$ cat src/rtl/fb_pkg.sv
// Shared framebuffer definitions: geometry, pixel record and {y,x} address packing.
// Used by both the title-page drawer (write side) and fb_scan_reader (read side).
package fb_pkg;

  localparam int FB_WIDTH    = 160;
  localparam int FB_HEIGHT   = 120;
  localparam int X_BITS      = 8;
  localparam int Y_BITS      = 7;
  localparam int COLOUR_BITS = 3;
  localparam int ADDR_BITS   = X_BITS + Y_BITS;

  typedef struct packed {
    logic [X_BITS-1:0]      x;
    logic [Y_BITS-1:0]      y;
    logic [COLOUR_BITS-1:0] colour;
    logic                   last;
  } fb_pixel_t;

  typedef enum logic [1:0] {
    SCAN_IDLE  = 2'd0,
    SCAN_RUN   = 2'd1,
    SCAN_DRAIN = 2'd2
  } fb_scan_state_e;

  function automatic logic [ADDR_BITS-1:0] fb_pack_addr(input logic [X_BITS-1:0] x,
                                                        input logic [Y_BITS-1:0] y);
    return {y, x};
  endfunction

endpackage

$ cat src/rtl/fb_skid_fifo2.sv
// Two-entry FIFO with occupancy output; the head entry is visible on data_o whenever valid_o.
// Handshake: an entry is written when push_i, removed when pop_i && valid_o.
module fb_skid_fifo2 #(
  parameter int W = 8
) (
  input  logic         clk,
  input  logic         rst_n,
  input  logic         push_i,
  input  logic [W-1:0] data_i,
  input  logic         pop_i,
  output logic [W-1:0] data_o,
  output logic         valid_o,
  output logic [1:0]   count_o
);

  logic [W-1:0] mem_q [2];
  logic         wr_ptr_q;
  logic         rd_ptr_q;
  logic [1:0]   count_q;
  logic         do_push;
  logic         do_pop;

  assign do_push = push_i && (count_q != 2'd2);
  assign do_pop  = pop_i && (count_q != 2'd0);

  always_ff @(posedge clk or negedge rst_n) begin
    if (!rst_n) begin
      mem_q[0] <= '0;
      mem_q[1] <= '0;
      wr_ptr_q <= 1'b0;
      rd_ptr_q <= 1'b0;
      count_q  <= 2'd0;
    end else begin
      if (do_push) begin
        mem_q[wr_ptr_q] <= data_i;
        wr_ptr_q        <= ~wr_ptr_q;
      end
      if (do_pop) begin
        rd_ptr_q <= ~rd_ptr_q;
      end
      count_q <= count_q + {1'b0, do_push} - {1'b0, do_pop};
    end
  end

  assign data_o  = mem_q[rd_ptr_q];
  assign valid_o = (count_q != 2'd0);
  assign count_o = count_q;

  // The producer's issue throttle makes a write into a full FIFO impossible.
  a_no_overflow: assert property (@(posedge clk) disable iff (!rst_n)
    push_i |-> (count_q != 2'd2));

endmodule

$ cat src/rtl/fb_scan_reader.sv
// Raster-order framebuffer reader: hides the RAM's 1-cycle read latency behind a 2-entry buffer.
// Optional FB_SCAN_SKIP_BLACK_EN: colour-0 pixels are dropped internally and never presented.
module fb_scan_reader
  import fb_pkg::*;
#(
  parameter int WIDTH  = FB_WIDTH,
  parameter int HEIGHT = FB_HEIGHT
) (
  input  logic                   clk,
  input  logic                   resetn,
  input  logic                   start,
  output logic [ADDR_BITS-1:0]   rd_addr,
  input  logic [COLOUR_BITS-1:0] rd_data,
  output logic                   pix_valid,
  input  logic                   pix_ready,
  output logic [X_BITS-1:0]      pix_x,
  output logic [Y_BITS-1:0]      pix_y,
  output logic [COLOUR_BITS-1:0] pix_colour,
  output logic                   pix_last,
  output logic                   busy,
  output logic                   done
);

  fb_scan_state_e    state_q, state_d;
  logic [X_BITS-1:0] x_q, x_d;
  logic [Y_BITS-1:0] y_q, y_d;
  logic              inflight_q;
  logic [X_BITS-1:0] tag_x_q;
  logic [Y_BITS-1:0] tag_y_q;
  logic              tag_last_q;

  fb_pixel_t  push_pix;
  fb_pixel_t  head;
  logic       fifo_valid;
  logic       fifo_pop;
  logic [1:0] fifo_count;
  logic [2:0] occupancy;
  logic       pix_show;
  logic       issue;
  logic       at_last;
  logic       drained;
  logic       busy_c;
  logic       done_c;

  assign push_pix = '{x: tag_x_q, y: tag_y_q, colour: rd_data, last: tag_last_q};

  fb_skid_fifo2 #(.W($bits(fb_pixel_t))) u_fifo (
    .clk     (clk),
    .rst_n   (resetn),
    .push_i  (inflight_q),
    .data_i  (push_pix),
    .pop_i   (fifo_pop),
    .data_o  (head),
    .valid_o (fifo_valid),
    .count_o (fifo_count)
  );

`ifdef FB_SCAN_SKIP_BLACK_EN
  assign pix_show = fifo_valid && (head.colour != '0);
  assign fifo_pop = fifo_valid && ((head.colour == '0) || pix_ready);
`else
  assign pix_show = fifo_valid;
  assign fifo_pop = fifo_valid && pix_ready;
`endif

  // Buffered plus in-flight entries, less this cycle's pop, must leave room for one more.
  assign occupancy = {1'b0, fifo_count} + {2'b00, inflight_q};
  assign issue     = (state_q == SCAN_RUN) && (occupancy < (3'd2 + {2'b00, fifo_pop}));
  assign at_last   = (x_q == X_BITS'(WIDTH - 1)) && (y_q == Y_BITS'(HEIGHT - 1));
  assign drained   = !inflight_q && (fifo_count == 2'd0);

  always_comb begin
    state_d = state_q;
    x_d     = x_q;
    y_d     = y_q;
    busy_c  = 1'b0;
    done_c  = 1'b0;
    case (state_q)
      SCAN_IDLE: begin
        if (start) begin
          state_d = SCAN_RUN;
          x_d     = '0;
          y_d     = '0;
        end
      end
      SCAN_RUN: begin
        busy_c = 1'b1;
        if (issue) begin
          if (at_last) begin
            state_d = SCAN_DRAIN;
          end else if (x_q == X_BITS'(WIDTH - 1)) begin
            x_d = '0;
            y_d = y_q + Y_BITS'(1);
          end else begin
            x_d = x_q + X_BITS'(1);
          end
        end
      end
      SCAN_DRAIN: begin
        if (drained) begin
          done_c  = 1'b1;
          state_d = SCAN_IDLE;
        end else begin
          busy_c = 1'b1;
        end
      end
      default: state_d = SCAN_IDLE;
    endcase
  end

  always_ff @(posedge clk or negedge resetn) begin
    if (!resetn) begin
      state_q    <= SCAN_IDLE;
      x_q        <= '0;
      y_q        <= '0;
      inflight_q <= 1'b0;
      tag_x_q    <= '0;
      tag_y_q    <= '0;
      tag_last_q <= 1'b0;
    end else begin
      state_q    <= state_d;
      x_q        <= x_d;
      y_q        <= y_d;
      inflight_q <= issue;
      if (issue) begin
        tag_x_q    <= x_q;
        tag_y_q    <= y_q;
        tag_last_q <= at_last;
      end
    end
  end

  assign rd_addr    = fb_pack_addr(x_q, y_q);
  assign pix_valid  = pix_show;
  assign pix_x      = head.x;
  assign pix_y      = head.y;
  assign pix_colour = head.colour;
  assign pix_last   = pix_show && head.last;
  assign busy       = busy_c;
  assign done       = done_c;

endmodule

$ cat config.mk
export PLATFORM = sky130hd
export DESIGN_NAME = fb_scan_reader
export DESIGN_NICKNAME = d
export VERILOG_FILES = /design/src/rtl/fb_pkg.sv /design/src/rtl/fb_skid_fifo2.sv /design/src/rtl/fb_scan_reader.sv
export SDC_FILE = /design/constraint.sdc
export NUM_CORES = 1
export LEC_CHECK = 0
export CAP_MARGIN = 5
export CELL_PAD_IN_SITES_DETAIL_PLACEMENT = 0
export CELL_PAD_IN_SITES_GLOBAL_PLACEMENT = 1
export CORE_ASPECT_RATIO = 1.4
export CORE_MARGIN = 2
export CORE_UTILIZATION = 42
export CTS_BUF_LIST = sky130_fd_sc_hd__clkbuf_2 sky130_fd_sc_hd__clkbuf_4 sky130_fd_sc_hd__clkbuf_8
export CTS_CLUSTER_DIAMETER = 200
export CTS_CLUSTER_SIZE = 10
export DETAILED_ROUTE_END_ITERATION = 12
export GPL_ROUTABILITY_DRIVEN = 0
export PLACE_DENSITY_LB_ADDON = 0.1
export RECOVER_POWER = 25
export SYNTH_ARGS = -nofsm -noshare
export SYNTH_HDL_FRONTEND = slang
export SYNTH_SLANG_ARGS = --single-unit
$ cat constraint.sdc
create_clock -name clk -period 2 [get_ports clk]
set_input_delay 0.4 -clock clk [delete_from_list [all_inputs] [get_ports clk]]
set_output_delay 0.4 -clock clk [all_outputs]
set_load 0.05 [all_outputs]
==> results by stage <==
Run status:
- The run finished with clean final reports.

Routing:
- The number of vias per cell is between 5 and 6.
- The detailed router placed approximately 2.4k vias in this run.
- For this run, design rule violations remaining after detail routing come to 0.
- The detail route stage leaves a number of antenna-violating nets equal to 0.
- The length of the first detailed-routing pass in iterations is 4.
- After detailed routing, the average wire length per cell comes to approximately 16 um.
- The routed design has ~7400 um of wire.
- The detailed router finished its first iteration with 68 violations.

Floorplanning:
- The core outline area is just over 8000 sq um.
- The height of the die is roughly 110 um.
- Once the floorplan was initialized, standard cells occupied around 43% of the core.
- The floorplan row count is 39.
- The top-level I/O count is 44.
- The overall die area is between 9000 and 10,000 sq um.
- The die width is ~82 um.

Timing:
- The worst clock skew on the final layout is 0.0145 ns.
- At the pin with the least slew margin, the transition time is 0.634 ns.
- The number of pins with negative max-slew slack in the final report is 0.
- The post-route clock period utilization is a little over nine tenths.
- For this run, the top clock speed supported by timing is ~520 MHz.
- The number of hold-slack violations in the final timing report is 0.
- Setup repair after global routing left no endpoint under its margin.
- Setup violations remaining at the end of the flow were counted as 0.
- The time the final worst path needs with I/O delays and setup is 1.92 ns.
- In this run the tightest slew margin relative to its limit is 57.7%.

Layout:
- The final-stage net count is between 300 and 400.
- The final standard cell count with taps included and fillers excluded is 462.
- The area growth from synthesis to layout is 30.8%.
- 0 antenna diodes ended up in the layout.
- The share of cells above drive strength 1 is 55.6%.

Synthesis:
- The number of distinct library cells after synthesis is 50.
- The post-synthesis area per instance is between 10 and 15 sq um.
- The gate count of the mapped netlist is ~270.
- The synthesized design contains 76 register bits.
- The number of nets handed over by synthesis was roughly 290.
- Sequential elements use around 54% of the synthesized area.
- The synthesized design contains 0 enable-type register cells.
- The most used flip-flop cell after synthesis is sky130_fd_sc_hd__dfrtp_1.
- The Yosys step of the flow raised 0 warnings.
- The async set-or-reset flop fraction in the synthesized netlist is between 90% and 100%.
- The cell area after synthesis is about 3600 sq um.

Worst setup path:
- The largest fanout of any net on the critical path is 3.
- The data arrival time of the critical path is between 1.5 and 2 ns.
- STA puts the critical path data required time at roughly 1.6 ns.
- The element type at the critical path start is a flip-flop.
- The number of cell instances on the worst register-to-register path is 6.
- The critical path is of the flip-flop to output port type.
- The capturing element type of the critical path is an output port.
- The worst register-to-register path has a setup slack of 0.10 ns.

Placed design:
- The number of cells in the design after placement is roughly 440.
- Input and output buffers added on the ports amount to 43.
- The estimated wirelength of the detail-placed design is between 5000 and 6000 um.

Global route:
- The initial antenna violation count came to 0.
- The first-pass GRT wire length is ~12,000 um.
- The number of global-route vias before repair is about 2.5k.
- Entering global routing, the biggest net connects between 40 and 50 pins.
- The total congestion overflow is 0.
- The global-route total usage across every layer is between 10% and 20%.

Power:
- IR analysis of the VDD net gives a maximum drop of 0.000767 V.
- The leakage power figure is around 0.0023 uW.
- Dividing total power by cell area gives a power density of between 1000 and 1500 nW/um^2.
- The sum of internal, switching and leakage power is roughly 6500 uW.

CTS:
- The number of sinks on the clock net is 76.
- CTS placed an instance of sky130_fd_sc_hd__clkbuf_8 at the clock tree root.
- The H-tree level count is 3.
- The clock tree from TritonCTS is built.
- Clock tree synthesis inserted a total of 9 buffers.
- At the later pin of the worst-skew pair, clock insertion delay measures about 0.36 ns.
- After clock tree synthesis, the clock-pin slew on the worst setup and hold paths is roughly 0.090 ns.
- The longest clock path from root to sink contains 2 buffers.

Flow run:
- Max-cap violations in this run came to 0.

Hold path:
- The depth of the worst hold-timing path is 1.
- In this run the worst hold path is classified as flip-flop to flip-flop.
through the flow:
| step | cell area, sq um | setup slack (ns) | utilization (%) | TNS, ns | hold WS (ns) |
|---|---|---|---|---|---|
| after global placement | 4380 | -0.125 | 53.4 | -0.233 | 0.252 |
| after floorplan | 3600 | -0.0609 | - | -0.0609 | 0.104 |
| after CTS | 4600 | 0.0133 | 56.1 | 0 | 0.403 |
| after detailed placement | 4380 | -0.162 | 53.4 | -0.367 | 0.252 |
| final | 4650 | 0.0767 | 56.7 | 0 | 0.505 |
| after global routing | 4650 | 0.00379 | 56.7 | 0 | 0.524 |
worst paths after layout:
| kind | end | from |
|---|---|---|
| max | busy | state_q[0] |
| min | u_fifo.mem_q[9] | u_fifo.mem_q[9] |
| max reg2reg | state_q[0] | inflight_q |
| min reg2reg | u_fifo.mem_q[9] | u_fifo.mem_q[9] |
| max in group asynchronous | x_q[2] | resetn |
| min in group asynchronous | u_fifo.mem_q[1] | resetn |
critical path: stages (launching register included):
cell	delay, ns
sky130_fd_sc_hd__dfrtp_1	0.40
sky130_fd_sc_hd__inv_2	0.07
sky130_fd_sc_hd__ha_2	0.18
sky130_fd_sc_hd__nor2b_2	0.15
sky130_fd_sc_hd__o21a_1	0.21
sky130_fd_sc_hd__buf_12	0.15
cell families (layout without fill, tap and decap cells):
family,count (synthesis),count (layout),share of synthesized area (%)
compound gates,39,39,7.82
xor+xnor,4,4,0.986
fa+ha+maj,10,10,3.52
buf+inv,18,106,2.22
flops,76,76,53.5
mux,74,74,23.4
simple gates,51,51,8.52
routing by layer:
metal	vias up	global-route usage (%)	routed length, um
li1	1153	-	-
met4	0	6.22	139
met5	-	0	0
met2	35	29.8	3900
met1	1209	20.6	3090
met3	9	4.94	274
Yosys cell counts (4+ instances only):
cell,instances,area [sq um]
sky130_fd_sc_hd__ha_1,10,125
sky130_fd_sc_hd__dfrtp_1,76,1900
sky130_fd_sc_hd__nand2_1,12,45.0
sky130_fd_sc_hd__xnor2_1,4,35.0
sky130_fd_sc_hd__nor2_1,6,22.5
sky130_fd_sc_hd__nand3_1,6,30.0
sky130_fd_sc_hd__inv_1,9,33.8
sky130_fd_sc_hd__o21ai_0,13,65.1
sky130_fd_sc_hd__o21ai_1,5,25.0
sky130_fd_sc_hd__mux2_2,71,800
cells in the final DEF, fill, tap and decap left out, drive strengths merged, types with 3 or more instances in the layout:
master,count
clkinvlp,3
nand3,6
clkbuf,13
dfrtp,76
nor2,7
nor2b,3
nand2,13
xnor2,4
buf,71
nand4,3
and3,3
ha,10
inv,9
a21oi,3
mux2,72
clkdlybuf4s50,5
o31ai,5
o21ai,18
and2,3
power breakdown:
group	internal (uW)	switching (uW)	leakage [uW]	total, uW
clock	626	575	0.0000952	1200
combinational	1470	1750	0.00116	3220
sequential	1860	228	0.000998	2090
total	3960	2550	0.00225	6510
flip-flops by register name, indices dropped and copies added, names as in the netlist:
signal and flops:
u_fifo.mem_q 38, tag_x_q 8, x_q 8, tag_y_q 7, y_q 7, state_q 2, u_fifo.count_o 2, inflight_q 1
tag_last_q 1, u_fifo.rd_ptr_q 1, u_fifo.wr_ptr_q 1
timing repair:
action	CTS	global route
buffers inserted	0	3
hold buffers	1	0
gates resized for setup	4	11
endpoints found under the setup margin	19	12
pin swaps	0	2
endpoints found under the hold margin	10	0
cell type report:
class | count | area [sq um]
Tap cell | 102 | 128
Fill cell | 722 | 3550
Sequential cell | 76 | 1920
Clock buffer | 11 | 145
Timing Repair Buffer | 80 | 704
Inverter | 10 | 37.5
Clock inverter | 5 | 61.3
Multi-Input combinational cell | 178 | 1650
Power figures use the tool's default switching activity.
